**src/rtl/dmem_dump_reader_if.sv**
```systemverilog
// Bus bundle for dmem_dump_reader: the data-memory read port (address out,
// combinational read data in) and the valid/ready word stream toward the
// consumer. master = dump reader, slave = memory plus consumer.
interface dmem_dump_reader_if;
  logic [31:0] mem_adr;
  logic [31:0] mem_rdata;
  logic        out_valid;
  logic        out_ready;
  logic [31:0] out_data;
  logic [31:0] out_adr;

  modport master (
    output mem_adr,
    input  mem_rdata,
    output out_valid,
    input  out_ready,
    output out_data,
    output out_adr
  );

  modport slave (
    input  mem_adr,
    output mem_rdata,
    input  out_valid,
    output out_ready,
    input  out_data,
    input  out_adr
  );
endinterface

```
**src/rtl/dmem_dump_reader.sv**
```systemverilog
// dmem_dump_reader: while holding the CPU in reset, walks a word-aligned
// range of data memory and streams each word (with its byte address) over a
// valid/ready interface. Memory is only ever read; read data is combinational
// from mem_adr and is sampled one edge after the address was updated.
module dmem_dump_reader #(
  parameter int unsigned CNT_WIDTH = 16,
  parameter int unsigned ADDR_STEP = 4
) (
  input  logic                 clk,
  input  logic                 reset,
  input  logic                 start,
  input  logic                 abort,
  input  logic [31:0]          base_addr,
  input  logic [CNT_WIDTH-1:0] num_words,
  output logic                 hold_cpu,
  output logic                 busy,
  output logic                 done,
  dmem_dump_reader_if.master   bus
);

  typedef enum logic [1:0] {
    IDLE  = 2'd0,
    FETCH = 2'd1,
    SEND  = 2'd2,
    DONE  = 2'd3
  } state_t;

  localparam logic [CNT_WIDTH-1:0] CNT_ZERO = {CNT_WIDTH{1'b0}};
  localparam logic [CNT_WIDTH-1:0] CNT_ONE  = {{(CNT_WIDTH-1){1'b0}}, 1'b1};
  localparam logic [31:0]          ADDR_INC = 32'(ADDR_STEP);

  state_t                 state_r;
  logic [CNT_WIDTH-1:0]   cnt_r;
  logic [31:0]            mem_adr_r;
  logic [31:0]            out_data_r;
  logic [31:0]            out_adr_r;
  logic                   out_valid_r;
  logic                   hold_cpu_r;
  logic                   done_r;

  // Byte-offset bits of the base are deliberately discarded.
  logic unused_base_s;
  assign unused_base_s = ^base_addr[1:0];

  // Dump sequencer: state, address/counter walk, captured word and flags.
  always_ff @(posedge clk or negedge reset) begin
    if (!reset) begin
      state_r     <= IDLE;
      cnt_r       <= CNT_ZERO;
      mem_adr_r   <= 32'h0000_0000;
      out_data_r  <= 32'h0000_0000;
      out_adr_r   <= 32'h0000_0000;
      out_valid_r <= 1'b0;
      hold_cpu_r  <= 1'b0;
      done_r      <= 1'b0;
    end else begin
      // done is a single-cycle pulse raised only on the transition into DONE
      done_r <= 1'b0;
      case (state_r)
        IDLE: begin
          if (start) begin
            if (num_words != CNT_ZERO) begin
              mem_adr_r  <= {base_addr[31:2], 2'b00};
              cnt_r      <= num_words;
              hold_cpu_r <= 1'b1;
              state_r    <= FETCH;
            end else begin
              // empty dump: report completion without touching the CPU or memory
              done_r  <= 1'b1;
              state_r <= DONE;
            end
          end else begin
            state_r <= IDLE;
          end
        end

        FETCH: begin
          if (abort) begin
            out_valid_r <= 1'b0;
            hold_cpu_r  <= 1'b0;
            state_r     <= IDLE;
          end else begin
            // mem_adr has been stable for a full cycle, so read data is settled
            out_data_r  <= bus.mem_rdata;
            out_adr_r   <= mem_adr_r;
            out_valid_r <= 1'b1;
            state_r     <= SEND;
          end
        end

        SEND: begin
          if (abort) begin
            // abort wins over a same-cycle handshake
            out_valid_r <= 1'b0;
            hold_cpu_r  <= 1'b0;
            state_r     <= IDLE;
          end else if (out_valid_r && bus.out_ready) begin
            out_valid_r <= 1'b0;
            if (cnt_r == CNT_ONE) begin
              done_r  <= 1'b1;
              state_r <= DONE;
            end else begin
              // address wraps naturally modulo 2^32
              mem_adr_r <= mem_adr_r + ADDR_INC;
              cnt_r     <= cnt_r - CNT_ONE;
              state_r   <= FETCH;
            end
          end else begin
            // backpressure: word, address and valid stay put
            state_r <= SEND;
          end
        end

        DONE: begin
          hold_cpu_r <= 1'b0;
          state_r    <= IDLE;
        end

        default: begin
          out_valid_r <= 1'b0;
          hold_cpu_r  <= 1'b0;
          state_r     <= IDLE;
        end
      endcase
    end
  end

  assign busy          = (state_r == FETCH) || (state_r == SEND);
  assign hold_cpu      = hold_cpu_r;
  assign done          = done_r;
  assign bus.mem_adr   = mem_adr_r;
  assign bus.out_valid = out_valid_r;
  assign bus.out_data  = out_data_r;
  assign bus.out_adr   = out_adr_r;

endmodule

```
**src/flat_wrapper.sv**
```systemverilog
// flat-port wrapper written by rule: the top's interface ports become plain ports
module dmem_dump_reader_flat 
#(
  parameter int unsigned CNT_WIDTH = 16,
  parameter int unsigned ADDR_STEP = 4
)
  (clk, reset, start, abort, base_addr, num_words, hold_cpu, busy, done, bus_mem_adr, bus_mem_rdata, bus_out_valid, bus_out_ready, bus_out_data, bus_out_adr);
  dmem_dump_reader_if bus_i ();
  input  logic clk;
  input  logic reset;
  input  logic start;
  input  logic abort;
  input  logic [31:0] base_addr;
  input  logic [CNT_WIDTH-1:0] num_words;
  output logic hold_cpu;
  output logic busy;
  output logic done;
  output wire logic [$bits(bus_i.mem_adr)-1:0] bus_mem_adr;
  input wire logic [$bits(bus_i.mem_rdata)-1:0] bus_mem_rdata;
  output wire logic [$bits(bus_i.out_valid)-1:0] bus_out_valid;
  input wire logic [$bits(bus_i.out_ready)-1:0] bus_out_ready;
  output wire logic [$bits(bus_i.out_data)-1:0] bus_out_data;
  output wire logic [$bits(bus_i.out_adr)-1:0] bus_out_adr;
  assign bus_mem_adr = bus_i.mem_adr;
  assign bus_i.mem_rdata = bus_mem_rdata;
  assign bus_out_valid = bus_i.out_valid;
  assign bus_i.out_ready = bus_out_ready;
  assign bus_out_data = bus_i.out_data;
  assign bus_out_adr = bus_i.out_adr;
  dmem_dump_reader #(.CNT_WIDTH(CNT_WIDTH), .ADDR_STEP(ADDR_STEP)) u_core (.clk(clk), .reset(reset), .start(start), .abort(abort), .base_addr(base_addr), .num_words(num_words), .hold_cpu(hold_cpu), .busy(busy), .done(done), .bus(bus_i));
endmodule
```
**config.mk**
```make
export PLATFORM = sky130hd
export DESIGN_NAME = dmem_dump_reader_flat
export DESIGN_NICKNAME = d
export VERILOG_FILES = /design/src/rtl/dmem_dump_reader_if.sv /design/src/rtl/dmem_dump_reader.sv /design/src/flat_wrapper.sv
export SDC_FILE = /design/constraint.sdc
export NUM_CORES = 1
export LEC_CHECK = 0
export CORE_MARGIN = 3
export CORE_UTILIZATION = 35
export DETAILED_ROUTE_END_ITERATION = 7
export GPL_ROUTABILITY_DRIVEN = 0
export SLEW_MARGIN = 20
export SYNTH_ARGS = -nofsm -noshare
export SYNTH_HDL_FRONTEND = slang
export SYNTH_SLANG_ARGS = --single-unit
```
**constraint.sdc**
```tcl
create_clock -name clk -period 3.8 [get_ports clk]
set_input_delay 0.38 -clock clk [delete_from_list [all_inputs] [get_ports clk]]
set_output_delay 0.38 -clock clk [all_outputs]
set_load 0.005 [all_outputs]
```
==> metrics.txt <==
status finished, violations left; failing checks hold timing; via total after detailed routing approximately 5100; FILL cells about 1400; final clock period utilization by the worst path ~76%; minimum period implied by the final worst setup slack approximately 2.9 ns; cell seen most often among critical-path stages sky130_fd_sc_hd__buf_4; htree depth 4; Critical R2R Capture u_core.cnt_r[9]$_DFFE_PN0P_; fraction of layout instances using a drive strength above 1 18.6%; power per standard cell area 598 mW/mm^2; global-route usage over all layers between 10% and 20%; total grt overflow 0; multi-input logic area 0.00271 mm^2; slew at the pin closest to its max-slew limit 0.897 ns; Routed Antenna Nets 0; horizontal extent of the die 134 um; flop-to-flop setup slack ~0.9 ns; drt drc 0; Starting Density between 30 and 40%; number of buffer cells added on primary ports 178; crit path DAT 3.16 ns; CTS tree yes; Avg Vias per Cell 5.49; total of cells resized after clock tree synthesis 0; final-layout worst hold slack -0.00183 ns; half-perimeter wire length of the detailed placement result 12500 um; # hold bufs at CTS 0; final instance area 0.00837 mm^2; FF-to-FF path depth 8; via count of the first global-routing pass 5232; number of DRC markers after the initial detailed-route iteration 344; Crit Path Category reg -> reg; Hold Violations, Final 4; Min-Delay Path Class in -> async; largest stage delay on the critical path 0.52 ns; Skew-Pair Late Insertion Delay 0.41 ns; VDD IR-drop max 0.311 mV; unrepaired setup endpoints after global routing no; die area roughly 0.018 mm^2; synthesized area per cell 10.8 um^2; wirelength, routed 17600 um; leading register cell type out of synthesis sky130_fd_sc_hd__dfrtp_1; number of setup violations in the final report 0; Max-Slew Margin vs Limit 40.1%; total placed instance area 0.00773 mm^2; number of distinct library cell variants in the gate-level netlist after synthesis 69; top cells by instance count after synthesis sky130_fd_sc_hd__dfrtp_1, sky130_fd_sc_hd__mux2_2, sky130_fd_sc_hd__a21oi_1, sky130_fd_sc_hd__nand2_1; critical path peak fanout 38; Required @ worst endpoint 4.09 ns; buffer cell driving the clock tree root sky130_fd_sc_hd__clkbuf_16; clock buffers created by TritonCTS 17; number of diodes added for antenna fixing 0; Setup Fix Bufs, Post-CTS 0; largest net degree at the start of global routing 79; area share of the leading cell type in the synthesized netlist 49.3%; Crit Reg-Reg Startpoint u_core.state_r[0]$_DFF_PN0_; synthesized netlist cell count 533; Area Growth Syn to Fin 46.0%; most frequent cell after synthesis sky130_fd_sc_hd__dfrtp_1; Synth Cell Area around 0.0057 mm^2; setup_tns 0 ns; buffers from clock root to sink, at most 2; largest clock skew in the final design 0.00599 ns; dominant cells by area after synthesis sky130_fd_sc_hd__dfrtp_1, sky130_fd_sc_hd__mux2_2, sky130_fd_sc_hd__a21oi_1, sky130_fd_sc_hd__o21ai_0, sky130_fd_sc_hd__nand2_1; antenna violations before repair 0; clock-pin slew reported for the worst setup and hold paths after clock tree synthesis 0.05 ns; number of placement rows 46; final-report max-slew violation count 0; placeable core area 0.0159 mm^2; post-synth top area cell sky130_fd_sc_hd__dfrtp_1; slowest stage cell, crit path sky130_fd_sc_hd__ha_2; share of flip-flops with an asynchronous set or reset after synthesis 100%; cell breakdown of the critical path inv_1 > ha_2 > buf_4 > nor2_1 > o32a_1 > buf_4 > and3_1 > a221o_1; number of violations of the max-capacitance limit 0; number of sinks on the clock net approximately 110; timing-limited maximum frequency 348 MHz; end of the critical path u_core.cnt_r[9]$_DFFE_PN0P_; number of enable flip-flop cells after synthesis 0; sequential share of the synthesized area 49.3%; launch point of the critical path u_core.state_r[0]$_DFF_PN0_; wire length per cell after detailed routing around 19 um; element type at the critical path start register; kind of end point of the critical path register; I/O pin cnt 185; net total in the final layout 802; wire length of the first global-routing pass 28400 um; y dimension of the die 134 um; area used by sequential logic in the layout between 0.002 and 0.003 mm^2; Synth warnings 0; Pre-Repair DR Iteration Count 4; leak pwr 0.00318 uW; synthesis-stage register bit count 113
worst min path at each step:
stage / start / to / slack (ns) / depth (start not counted)
after global placement: u_core.bus.out_data[3]$_DFFE_PN0P_ / u_core.bus.out_data[3]$_DFFE_PN0P_ / 0.49 / 1
after global routing: reset / u_core.bus.out_data[15]$_DFFE_PN0P_ / 0.05 / 1
final: reset / u_core.bus.out_data[15]$_DFFE_PN0P_ / -0.002 / 1
after detailed placement: u_core.bus.out_data[28]$_DFFE_PN0P_ / u_core.bus.out_data[28]$_DFFE_PN0P_ / 0.50 / 1
after floorplan: reset / u_core.bus.mem_adr[10]$_DFFE_PN0P_ / 0.08 / 0
after CTS: reset / u_core.bus.out_data[15]$_DFFE_PN0P_ / 0.18 / 1
cell type report:
class                           count  area share (%)
Clock buffer                       20            5.34
Clock inverter                     11            2.23
Inverter                           12           0.538
Multi-Input combinational cell    376            32.4
Sequential cell                   113            33.8
Tap cell                          216            3.23
Timing Repair Buffer              190            22.5
placed cells by master, fill, tap and decap left out, drive strengths merged, types with 6 or more instances in the layout:
cell	instances
clkdlybuf4s50	177
dfrtp	113
mux2	63
a21oi	43
nand2	35
o21ai	29
nor2	28
nand3	21
clkbuf	20
o22ai	17
nor3	16
buf	13
inv	12
nand4	10
and3	10
nor4	10
a311oi	7
or4	7
o32ai	7
ha	7
o31ai	6
per-layer routing:
layer	track usage, %	share of wire (%)	up-vias
met5	0	0	-
met4	6.23	1.2	0
met3	8.78	10	22
met2	31.6	47	226
met1	24.6	41	2533
li1	-	-	2368
registers in the layout, indices dropped and copies added, names as in the netlist:
name and count:
u_core.done 1, u_core.cnt_r 16, u_core.hold_cpu 1, u_core.bus.out_valid 1, u_core.state_r 2, u_core.bus.out_data 32
u_core.bus.out_adr 30, u_core.bus.mem_adr 30
per-stage QoR:
stage	power [uW]	utilization, %	setup WS (ns)	cells
CTS	5060	52.5	0.937	938
finish	5010	52.5	0.927	938
detailed placement	3310	48.5	0.947	907
global placement	3260	48.5	0.982	907
floorplan	2400	-	1.73	536
global route	5290	52.5	0.754	938
logic make-up (layout without fill, tap and decap cells):
family                   after synthesis  count (layout)  share of synthesized area [%]
AO/OA/AOI/OAI                        143             143                           17.0
adder cells (fa/ha/maj)                7               7                           1.53
buffers and inverters                 47             233                           3.78
flip-flops                           113             113                           49.3
multiplexers                          64              64                           12.6
other                                  1               4                         0.0654
AND/OR/NAND/NOR                      158             158                           15.7
power by group:
group	internal, uW	switching [uW]
sequential	1540	321
combinational	897	527
clock	1170	553
worst max-delay path: cells and delay by family (launching register included):
family	cells	cell delay [ns]
buf+inv	3	0.82
compound gates	2	0.65
fa+ha+maj	1	0.52
flops	1	0.38
simple gates	2	0.36
No activity file was read; power rests on OpenSTA's default activity.
